--- src/rtl/serializer_arbiter.sv ---
// serializer_arbiter: round-robin front end that shares one 16-to-1 serializer
// between NUM_REQ requesters. It latches the winning word, runs the
// start / data_loaded / data_sent handshake and pulses ack to the winner.
// Optional macro SER_TIMEOUT_EN adds a per-transfer watchdog (TIMEOUT_CYCLES)
// that aborts a stuck transfer with a timeout_err pulse.
//
// state | meaning
// IDLE  | no transfer; pick a round-robin winner when any req is set
// LOAD  | ser_start held high until the serializer reports data_loaded
// SEND  | waiting for data_sent; ack the granted requester on it
// DRAIN | waiting for data_sent to drop before the next grant

module serializer_arbiter #(
   parameter int NUM_REQ        = 4,
   parameter int DATA_W         = 16,
   parameter int TIMEOUT_CYCLES = 64,
   localparam int GW            = (NUM_REQ > 1) ? $clog2(NUM_REQ) : 1
) (
   input  logic                      clock,
   input  logic                      resetn,
   input  logic [NUM_REQ-1:0]        req,
   input  logic [NUM_REQ*DATA_W-1:0] req_data,
   output logic [NUM_REQ-1:0]        ack,
   output logic                      busy,
   output logic [GW-1:0]             grant_id,
   output logic [DATA_W-1:0]         ser_data,
   output logic                      ser_start,
   input  logic                      ser_data_loaded,
   input  logic                      ser_data_sent,
   output logic                      timeout_err
);

   typedef enum logic [1:0] {
      ST_IDLE  = 2'd0,
      ST_LOAD  = 2'd1,
      ST_SEND  = 2'd2,
      ST_DRAIN = 2'd3
   } state_t;

   state_t               state, state_nxt;
   logic [GW-1:0]        last_grant, last_nxt;
   logic [GW-1:0]        winner, cand;
   logic                 found;
   logic [GW-1:0]        gid_nxt;
   logic [DATA_W-1:0]    data_nxt;
   logic                 start_nxt;
   logic [NUM_REQ-1:0]   ack_nxt;

`ifdef SER_TIMEOUT_EN
   localparam int CW = $clog2(TIMEOUT_CYCLES + 1);
   logic [CW-1:0] tmo_cnt;
   logic          tmo_hit;
   logic          terr_nxt;

   // Watchdog down-counter: preloaded while idle, runs through LOAD and SEND.
   always_ff @(posedge clock or negedge resetn) begin
      if (!resetn) begin
         tmo_cnt <= CW'(TIMEOUT_CYCLES - 1);
      end else if (state == ST_IDLE) begin
         tmo_cnt <= CW'(TIMEOUT_CYCLES - 1);
      end else if ((state == ST_LOAD || state == ST_SEND) && tmo_cnt != '0) begin
         tmo_cnt <= tmo_cnt - 1'b1;
      end
   end

   assign tmo_hit = (tmo_cnt == '0);

   // Abort pulse is registered so it lines up with the DRAIN entry.
   always_ff @(posedge clock or negedge resetn) begin
      if (!resetn) begin
         timeout_err <= 1'b0;
      end else begin
         timeout_err <= terr_nxt;
      end
   end
`else
   logic [31:0] unused_timeout;
   assign unused_timeout = TIMEOUT_CYCLES;
   assign timeout_err    = 1'b0;
`endif

   // Round-robin scan starting just after the last served requester.
   always_comb begin
      winner = '0;
      cand   = '0;
      found  = 1'b0;
      for (int k = 1; k <= NUM_REQ; k++) begin
         cand = GW'((int'(last_grant) + k) % NUM_REQ);
         if (!found && req[cand]) begin
            winner = cand;
            found  = 1'b1;
         end
      end
   end

   // Next-state and next-output logic for the handshake sequencer.
   always_comb begin
      state_nxt = state;
      last_nxt  = last_grant;
      gid_nxt   = grant_id;
      data_nxt  = ser_data;
      start_nxt = ser_start;
      ack_nxt   = '0;
`ifdef SER_TIMEOUT_EN
      terr_nxt  = 1'b0;
`endif
      case (state)
         ST_IDLE: begin
            if (|req) begin
               state_nxt = ST_LOAD;
               gid_nxt   = winner;
               data_nxt  = req_data[int'(winner)*DATA_W +: DATA_W];
               start_nxt = 1'b1;
            end
         end
         ST_LOAD: begin
            // data_loaded has priority; a coincident data_sent is seen in SEND.
            if (ser_data_loaded) begin
               state_nxt = ST_SEND;
               start_nxt = 1'b0;
            end
`ifdef SER_TIMEOUT_EN
            else if (tmo_hit) begin
               state_nxt = ST_DRAIN;
               start_nxt = 1'b0;
               terr_nxt  = 1'b1;
               last_nxt  = grant_id;
            end
`endif
         end
         ST_SEND: begin
            if (ser_data_sent) begin
               state_nxt         = ST_DRAIN;
               ack_nxt[grant_id] = 1'b1;
               last_nxt          = grant_id;
            end
`ifdef SER_TIMEOUT_EN
            else if (tmo_hit) begin
               state_nxt = ST_DRAIN;
               terr_nxt  = 1'b1;
               last_nxt  = grant_id;
            end
`endif
         end
         ST_DRAIN: begin
            if (!ser_data_sent) begin
               state_nxt = ST_IDLE;
            end
         end
         default: begin
            state_nxt = ST_IDLE;
         end
      endcase
   end

   // State register.
   always_ff @(posedge clock or negedge resetn) begin
      if (!resetn) begin
         state <= ST_IDLE;
      end else begin
         state <= state_nxt;
      end
   end

   // Registered outputs and round-robin pointer.
   always_ff @(posedge clock or negedge resetn) begin
      if (!resetn) begin
         last_grant <= GW'(NUM_REQ - 1);
         grant_id   <= '0;
         ser_data   <= '0;
         ser_start  <= 1'b0;
         ack        <= '0;
      end else begin
         last_grant <= last_nxt;
         grant_id   <= gid_nxt;
         ser_data   <= data_nxt;
         ser_start  <= start_nxt;
         ack        <= ack_nxt;
      end
   end

   assign busy = (state != ST_IDLE);

endmodule

--- config.mk ---
export PLATFORM = sky130hd
export DESIGN_NAME = serializer_arbiter
export DESIGN_NICKNAME = d
export VERILOG_FILES = /design/src/rtl/serializer_arbiter.sv
export SDC_FILE = /design/constraint.sdc
export NUM_CORES = 1
export LEC_CHECK = 0
export ABC_AREA = 1
export BUFFER_PORTS_ARGS = -buffer_cell sky130_fd_sc_hd__buf_2
export CAP_MARGIN = 20
export CORE_UTILIZATION = 46
export DETAILED_ROUTE_END_ITERATION = 6
export GPL_TIMING_DRIVEN = 0
export HOLD_SLACK_MARGIN = 0.12
export PLACE_DENSITY = 0.83
export REMOVE_ABC_BUFFERS = 1
export SLEW_MARGIN = 20
export SYNTH_ARGS = -nofsm -noshare
export SYNTH_HDL_FRONTEND = slang
export SYNTH_SLANG_ARGS = --single-unit
--- constraint.sdc ---
create_clock -name clock -period 2.73 [get_ports clock]
set_clock_uncertainty 0.05 [all_clocks]
set_input_delay 0.546 -clock clock [delete_from_list [all_inputs] [get_ports clock]]
set_output_delay 0.546 -clock clock [all_outputs]
set_load 0.01 [all_outputs]
==> run_results.csv, run 1 <==
group,metric,value,unit
timing,fin_crit_sh,91.6,%
run_status,outcome,"complete, no violations",
synth,synth.yosys.seq_area_share,34.4,%
clock_tree,cts.sink_count,27,
clock_tree,cts_tree,"done",
clock_tree,clk_pin_slew,0.09,ns
synth,synth_xor_area_share,0,%
critical_path,path_max_fanout,34,
critical_path,rrSetupSlack,0.23,ns
detailed_routing,drc,0,
synth,netlist_area,1970,um2
place,io_buffers,95,
timing,setup_viol,0,
run,drv_cap,0,
min_path,hold_path_class,"input port to async pin",
critical_path,timing.rr.end,"ser_data[6]",
place,dp.final_hpwl,3670,um
synth,yosys.area.top_type,"dfrtp_1",
layout,fin_cells,419,
layout,final_core_util,61.7,%
place,placed_area,2420,um2
critical_path,reg2reg_depth,13,
floorplan,dieArea,4560,um2
timing,max_clock_freq,400,MHz
floorplan,die_h,67.5,um
power_and_ir_drop,max-vdd-ir-drop,804,uV
critical_path,crit_path_start,"last_grant[0]",
synth,synth_top_family_by_area,"simple AND/OR/NAND/NOR gates",
global_routing,overflow,0,
synth,synth-adder-area-share,2.54,%
detailed_routing,antenna_left,0,
synth,yosys-mux-area-fraction,0,%
layout,final_nets,446,
synth,synth-compound-area-share,5.52,%
floorplan,die_x,67.5,um
clock_tree,htree_levels,1,
clock_tree,clock_path_buffers,2,
critical_path,startpoint_type,"flop",
detailed_routing,drt_wl_total,5390,um
floorplan,pin_count,97,
global_routing,grt_use_total,23.0,%
clock_tree,cts_buffers,3,
layout,drive_gt1_share,32.5,%
layout,fillCellCount,355,
synth,ys.flop_type,"dfrtp_1",
timing,drv_slew,0,
global_routing,grt_pass1_wl,8010,um
synth,synthSimpleGateAreaFrac,49.4,%
global_routing,grt_max_degree,35,
critical_path,crit-reg2reg-launch,"last_grant[0]",
floorplan,initial_core_util,48.6,%
global_routing,antenna_found_initial,0,
global_routing,grt_pass1_vias,1818,
power_and_ir_drop,p_leak,0.00139,uW
synth,synth_most_common_cell,"nand2_1",
floorplan,rows,23,
critical_path,critPathKind,"flop to flop",
layout,multi_input_area,1180,um2
timing,whs,0.216,ns
clock_tree,cts-root-buf,"clkbuf_8",
critical_path,worstPathRequired,2.85,ns
layout,area_delta_synth_final,26.8,%
detailed_routing,via_count,2185,
synth,synth_top_area_share,31.7,%
synth,synth_seq_cells,27,
place,gp_congestion,0.834,
synth,synthArstFlopShare,100,%
place,placed_cells,414,
synth,synthTopCellsByCount,"98 x nand2_1, 86 x nand3_1, 25 x dfrtp_1",
layout,final_area,2500,um2
synth,netlist_instances,285,
power_and_ir_drop,p_per_area,1410,nW/um2
detailed_routing,avgViaCountPerCell,5.21,
critical_path,cp.arrival,2.62,ns
critical_path,crit_end,"ser_data[6]",
detailed_routing,wire_per_inst,12.9,um
detailed_routing,dr.pass1.iters,4,
floorplan,coreArea,4060,um2
synth,synth.distinct_cells,30,
synth,synth_enable_flop_cells,0,
layout,diodes,0,
critical_path,critical_path.endpoint_type,"flop",
timing,hold_violations,0,
place,post-place-ws,-0.288,ns
synth,synth_area_leaders,"dfrtp_1 32%, nand3_1 22%, nand2_1 19%, dfstp_2 2.7%, ha_1 2.5%",
clock_tree,post_cts_buffers,0,
timing,worst_pin_slew,0.893,ns
timing,worst_slack,0.228,ns
timing,max_slew_margin,40.4,%
clock_tree,insertion_delay,0.27,ns
layout,register_area,678,um2
synth,synth_warnings,0,
synth,syn_area_per_cell,6.92,um2
detailed_routing,drtIter0Drc,90,
timing,fin_crit,2.50,ns
sequential cells by signal, indices dropped and copies added, names as in the netlist:
signal      cells
ack             4
last_grant      2
grant_id        2
state           2
ser_data       16
ser_start       1
where the power goes:
group          internal, uW  switching, uW
clock                   105            124
sequential              598            153
combinational           847           1690
total                  1550           1970
repair_timing:
action | in CTS | in global routing
cloned | 0 | 1
gates resized for setup | 3 | 2
hold endpoints to repair | 0 | 0
hold buffers | 0 | 0
setup endpoints to repair | 17 | 16
kinds of logic (layout without fill, tap and decap cells):
kind of cell / after synthesis / count (layout)
AND/OR/NAND/NOR: 208 / 209
buffers and inverters: 32 / 115
flip-flops: 27 / 27
AO/OA/AOI/OAI: 13 / 13
adder cells (fa/ha/maj): 4 / 4
other: 1 / 1
layout make-up:
| class | count | share of cell area (%) |
|---|---|---|
| Multi-Input combinational cell | 227 | 47.1 |
| Sequential cell | 27 | 27.1 |
| Timing Repair Buffer | 95 | 19.0 |
| Tap cell | 50 | 2.50 |
| Inverter | 16 | 2.45 |
| Clock buffer | 4 | 1.80 |
layer usage:
metal | track usage (%) | wire [um] | vias up
li1 | - | - | 1116
met1 | 31.0 | 2290 | 996
met2 | 38.5 | 2790 | 71
met3 | 2.20 | 271 | 2
met4 | 7.18 | 32 | 0
met5 | 0 | 0 | -
metrics by stage:
step	TNS, ns	power (uW)
2_1_floorplan	0	2520
3_3_place_gp	-7.82	3120
3_5_place_dp	-4.30	3190
4_1_cts	0	3440
5_1_grt	-0.0134	3880
6_report	0	3520
layout by cell type (no fill, tap or decap), drive strengths merged:
master and count:
o211ai 1, nand2 107, ha 4, nor3 3, o21bai 1, a31oi 1
o2111ai 1, conb 1, a21oi 3, o21ai 6, dfstp 2, nor4 1
clkbuf 4, inv 15, nand3 87, clkinv 1, dfrtp 25, buf 95
nand4 4, nor2 7
worst min-delay path by stage:
stage / to / start / slack [ns] / cells past startpoint
after detailed placement: ser_data[5] / ser_data[5] / 0.41 / 2
after global placement: ser_data[2] / ser_data[2] / 0.41 / 2
final: ser_data[7] / resetn / 0.22 / 1
after floorplan: ack[0] / resetn / 0.20 / 0
after global routing: ser_data[7] / resetn / 0.25 / 1
after CTS: ser_data[1] / resetn / 0.24 / 1
worst max-delay path, cell delays in order (launching register included):
cell and delay, ns:
dfstp_2 0.72, inv_2 0.14, nand2_1 0.08, nand2_1 0.07, nand2_1 0.15, nand2_4 0.09, o21bai_1 0.16, nand2_1 0.16
nand2_8 0.22, nand2_8 0.19, nand2_1 0.12, nand3_1 0.08, nand3_1 0.11, nand2_1 0.06
No activity file was read; power rests on OpenSTA's default activity.
==> inputs of run 2 (changes only) <==
--- a/config.mk
+++ b/config.mk
@@ -8,11 +8,12 @@
 export ABC_AREA = 1
 export BUFFER_PORTS_ARGS = -buffer_cell sky130_fd_sc_hd__buf_2
 export CAP_MARGIN = 20
+export CORE_MARGIN = 2
 export CORE_UTILIZATION = 46
 export DETAILED_ROUTE_END_ITERATION = 6
 export GPL_TIMING_DRIVEN = 0
 export HOLD_SLACK_MARGIN = 0.12
-export PLACE_DENSITY = 0.83
+export PLACE_DENSITY = 0.88
 export REMOVE_ABC_BUFFERS = 1
 export SLEW_MARGIN = 20
 export SYNTH_ARGS = -nofsm -noshare
==> run_results.csv, run 2 (synthesized netlist as in run 1, its figures left out) <==
group,metric,value,unit
critical_path,critPathKind,"flop to flop",
detailed_routing,drtIter0Drc,153,
critical_path,worstPathRequired,2.85,ns
critical_path,crit-reg2reg-launch,"last_grant[0]",
layout,largest_reg_flops,16,
detailed_routing,antenna_left,0,
timing,grt_setup_unrepaired,"no",
timing,max_clock_freq,396,MHz
layout,final_cell_mix,"98 x nand2_1, 95 x buf_2, 86 x nand3_1",
clock_tree,insertion_delay,0.27,ns
clock_tree,cts.sink_count,27,
power_and_ir_drop,max-vdd-ir-drop,899,uV
detailed_routing,drc,0,
critical_path,worst_path_most_repeated_cell,"nand2_1",
global_routing,overflow,0,
detailed_routing,drt_wl_total,5450,um
layout,fillCellCount,372,
clock_tree,cts_tree,"done",
layout,final_common_cell,"nand2_1",
min_path,hold_path_class,"input port to async pin",
detailed_routing,via_count,2239,
global_routing,grt_max_degree,35,
critical_path,startpoint_type,"flop",
global_routing,grt_use_total,21.6,%
layout,reg_top3,"ser_data (16), ack (4)",
global_routing,grt_pass1_wl,8630,um
layout,regMostFlops,"ser_data",
critical_path,slowest_stage,"dfstp_2",
floorplan,pin_count,97,
critical_path,critical_path_depth,11,
layout,final_core_util,61.9,%
critical_path,rrSetupSlack,0.20,ns
critical_path,timing.rr.end,"ser_data[11]",
global_routing,antenna_found_initial,0,
power_and_ir_drop,p_per_area,1400,nW/um2
critical_path,cp.arrival,2.65,ns
place,gp_congestion,0.860,
detailed_routing,dr.pass1.iters,4,
global_routing,grt_pass1_vias,1938,
clock_tree,clock_path_buffers,2,
clock_tree,holdBufCountCts,0,
floorplan,die_h,69.5,um
run_status,outcome,"complete, no violations",
detailed_routing,avgViaCountPerCell,5.34,
place,placed_area,2420,um2
power_and_ir_drop,p_total,3520,uW
power_and_ir_drop,p_leak,0.00138,uW
timing,fin_crit_sh,92.6,%
timing,fin_crit,2.53,ns
layout,final_area,2510,um2
clock_tree,cts_buffers,3,
detailed_routing,wire_per_inst,13.0,um
critical_path,path_buf_inv,1,
layout,final_nets,446,
layout,diodes,0,
clock_tree,htree_levels,1,
floorplan,coreArea,4060,um2
timing,setup_viol,0,
critical_path,path_max_fanout,17,
run,drv_cap,0,
timing,worst_pin_slew,0.645,ns
clock_tree,clk_pin_slew,0.09,ns
critical_path,crit_chain,"inv_2, nand2_1, nand2_1, nand2_1, nand2_4, nor2_8, nand4_2, nand3_1, nand3_1, nand3_1, nand2_1",
critical_path,critical_path.endpoint_type,"flop",
layout,drive_gt1_share,32.5,%
place,io_buffers,95,
floorplan,rows,23,
critical_path,max_stage_delay,0.72,ns
place,dp.final_hpwl,3850,um
timing,whs,0.217,ns
timing,hold_violations,0,
critical_path,reg2reg_depth,11,
timing,max_slew_margin,56.6,%
floorplan,initial_core_util,48.6,%
clock_tree,cts-root-buf,"clkbuf_8",
critical_path,crit_path_start,"last_grant[0]",
critical_path,crit_family,"simple AND/OR/NAND/NOR gates",
timing,drv_slew,0,
floorplan,die_x,69.5,um
floorplan,dieArea,4830,um2
layout,area_delta_synth_final,27.2,%
[run 2: what timing repair did]
action,CTS,global route
setup buffers,0,0
endpoints found under the setup margin,16,17
hold endpoints to repair,0,0
resized for setup,2,4
gates cloned,0,1
[run 2: cell type report]
class / count / area, um2 / area share [%]
flip-flops and latches: 27 / 678 / 27.0
well taps: 50 / 62.6 / 2.49
inverters: 16 / 63.8 / 2.54
repair buffers: 95 / 475 / 18.9
clock buffers: 4 / 45.0 / 1.79
multi-input cells: 227 / 1180 / 47.2
[run 2: how the worst max path moves through the flow]
stage | to | slack, ns
final | ser_data[11] | 0.20
after CTS | ser_data[11] | 0.01
after global routing | ser_data[12] | 0.05
after floorplan | ser_data[0] | 0.31
after detailed placement | ser_data[0] | -0.26
after global placement | grant_id[1] | -0.47
[run 2: stage by stage]
stage / worst slack (ns) / TNS [ns] / instances
after floorplan: 0.306 / 0 / 269
after global placement: -0.466 / -7.31 / 414
after detailed placement: -0.257 / -3.68 / 414
after CTS: 0.0136 / 0 / 418
after global routing: 0.0508 / 0 / 419
final: 0.203 / 0 / 419
[run 2: power by group]
part           total [uW]  internal, uW  leakage [uW]  switching, uW
Combinational        2530           852       0.00103           1680
Clock                 231           105     0.0000228            126
Sequential            751           598      0.000331            152
[run 2: metal layers]
layer | vias to the layer above | share of wire [%] | global-route usage, %
met5 | - | 0 | 0
li1 | 1113 | - | -
met4 | 0 | 1.2 | 5.88
met2 | 91 | 54 | 39.3
met3 | 6 | 6.3 | 2.47
met1 | 1029 | 39 | 26.8
[run 2: worst register-to-register path, cell delays in order, from the launching register on]
cell and delay, ns:
dfstp_2 0.72, inv_2 0.14, nand2_1 0.09, nand2_1 0.07, nand2_1 0.14, nand2_4 0.09
nor2_8 0.14, nand4_2 0.45, nand3_1 0.25, nand3_1 0.12, nand3_1 0.12, nand2_1 0.05
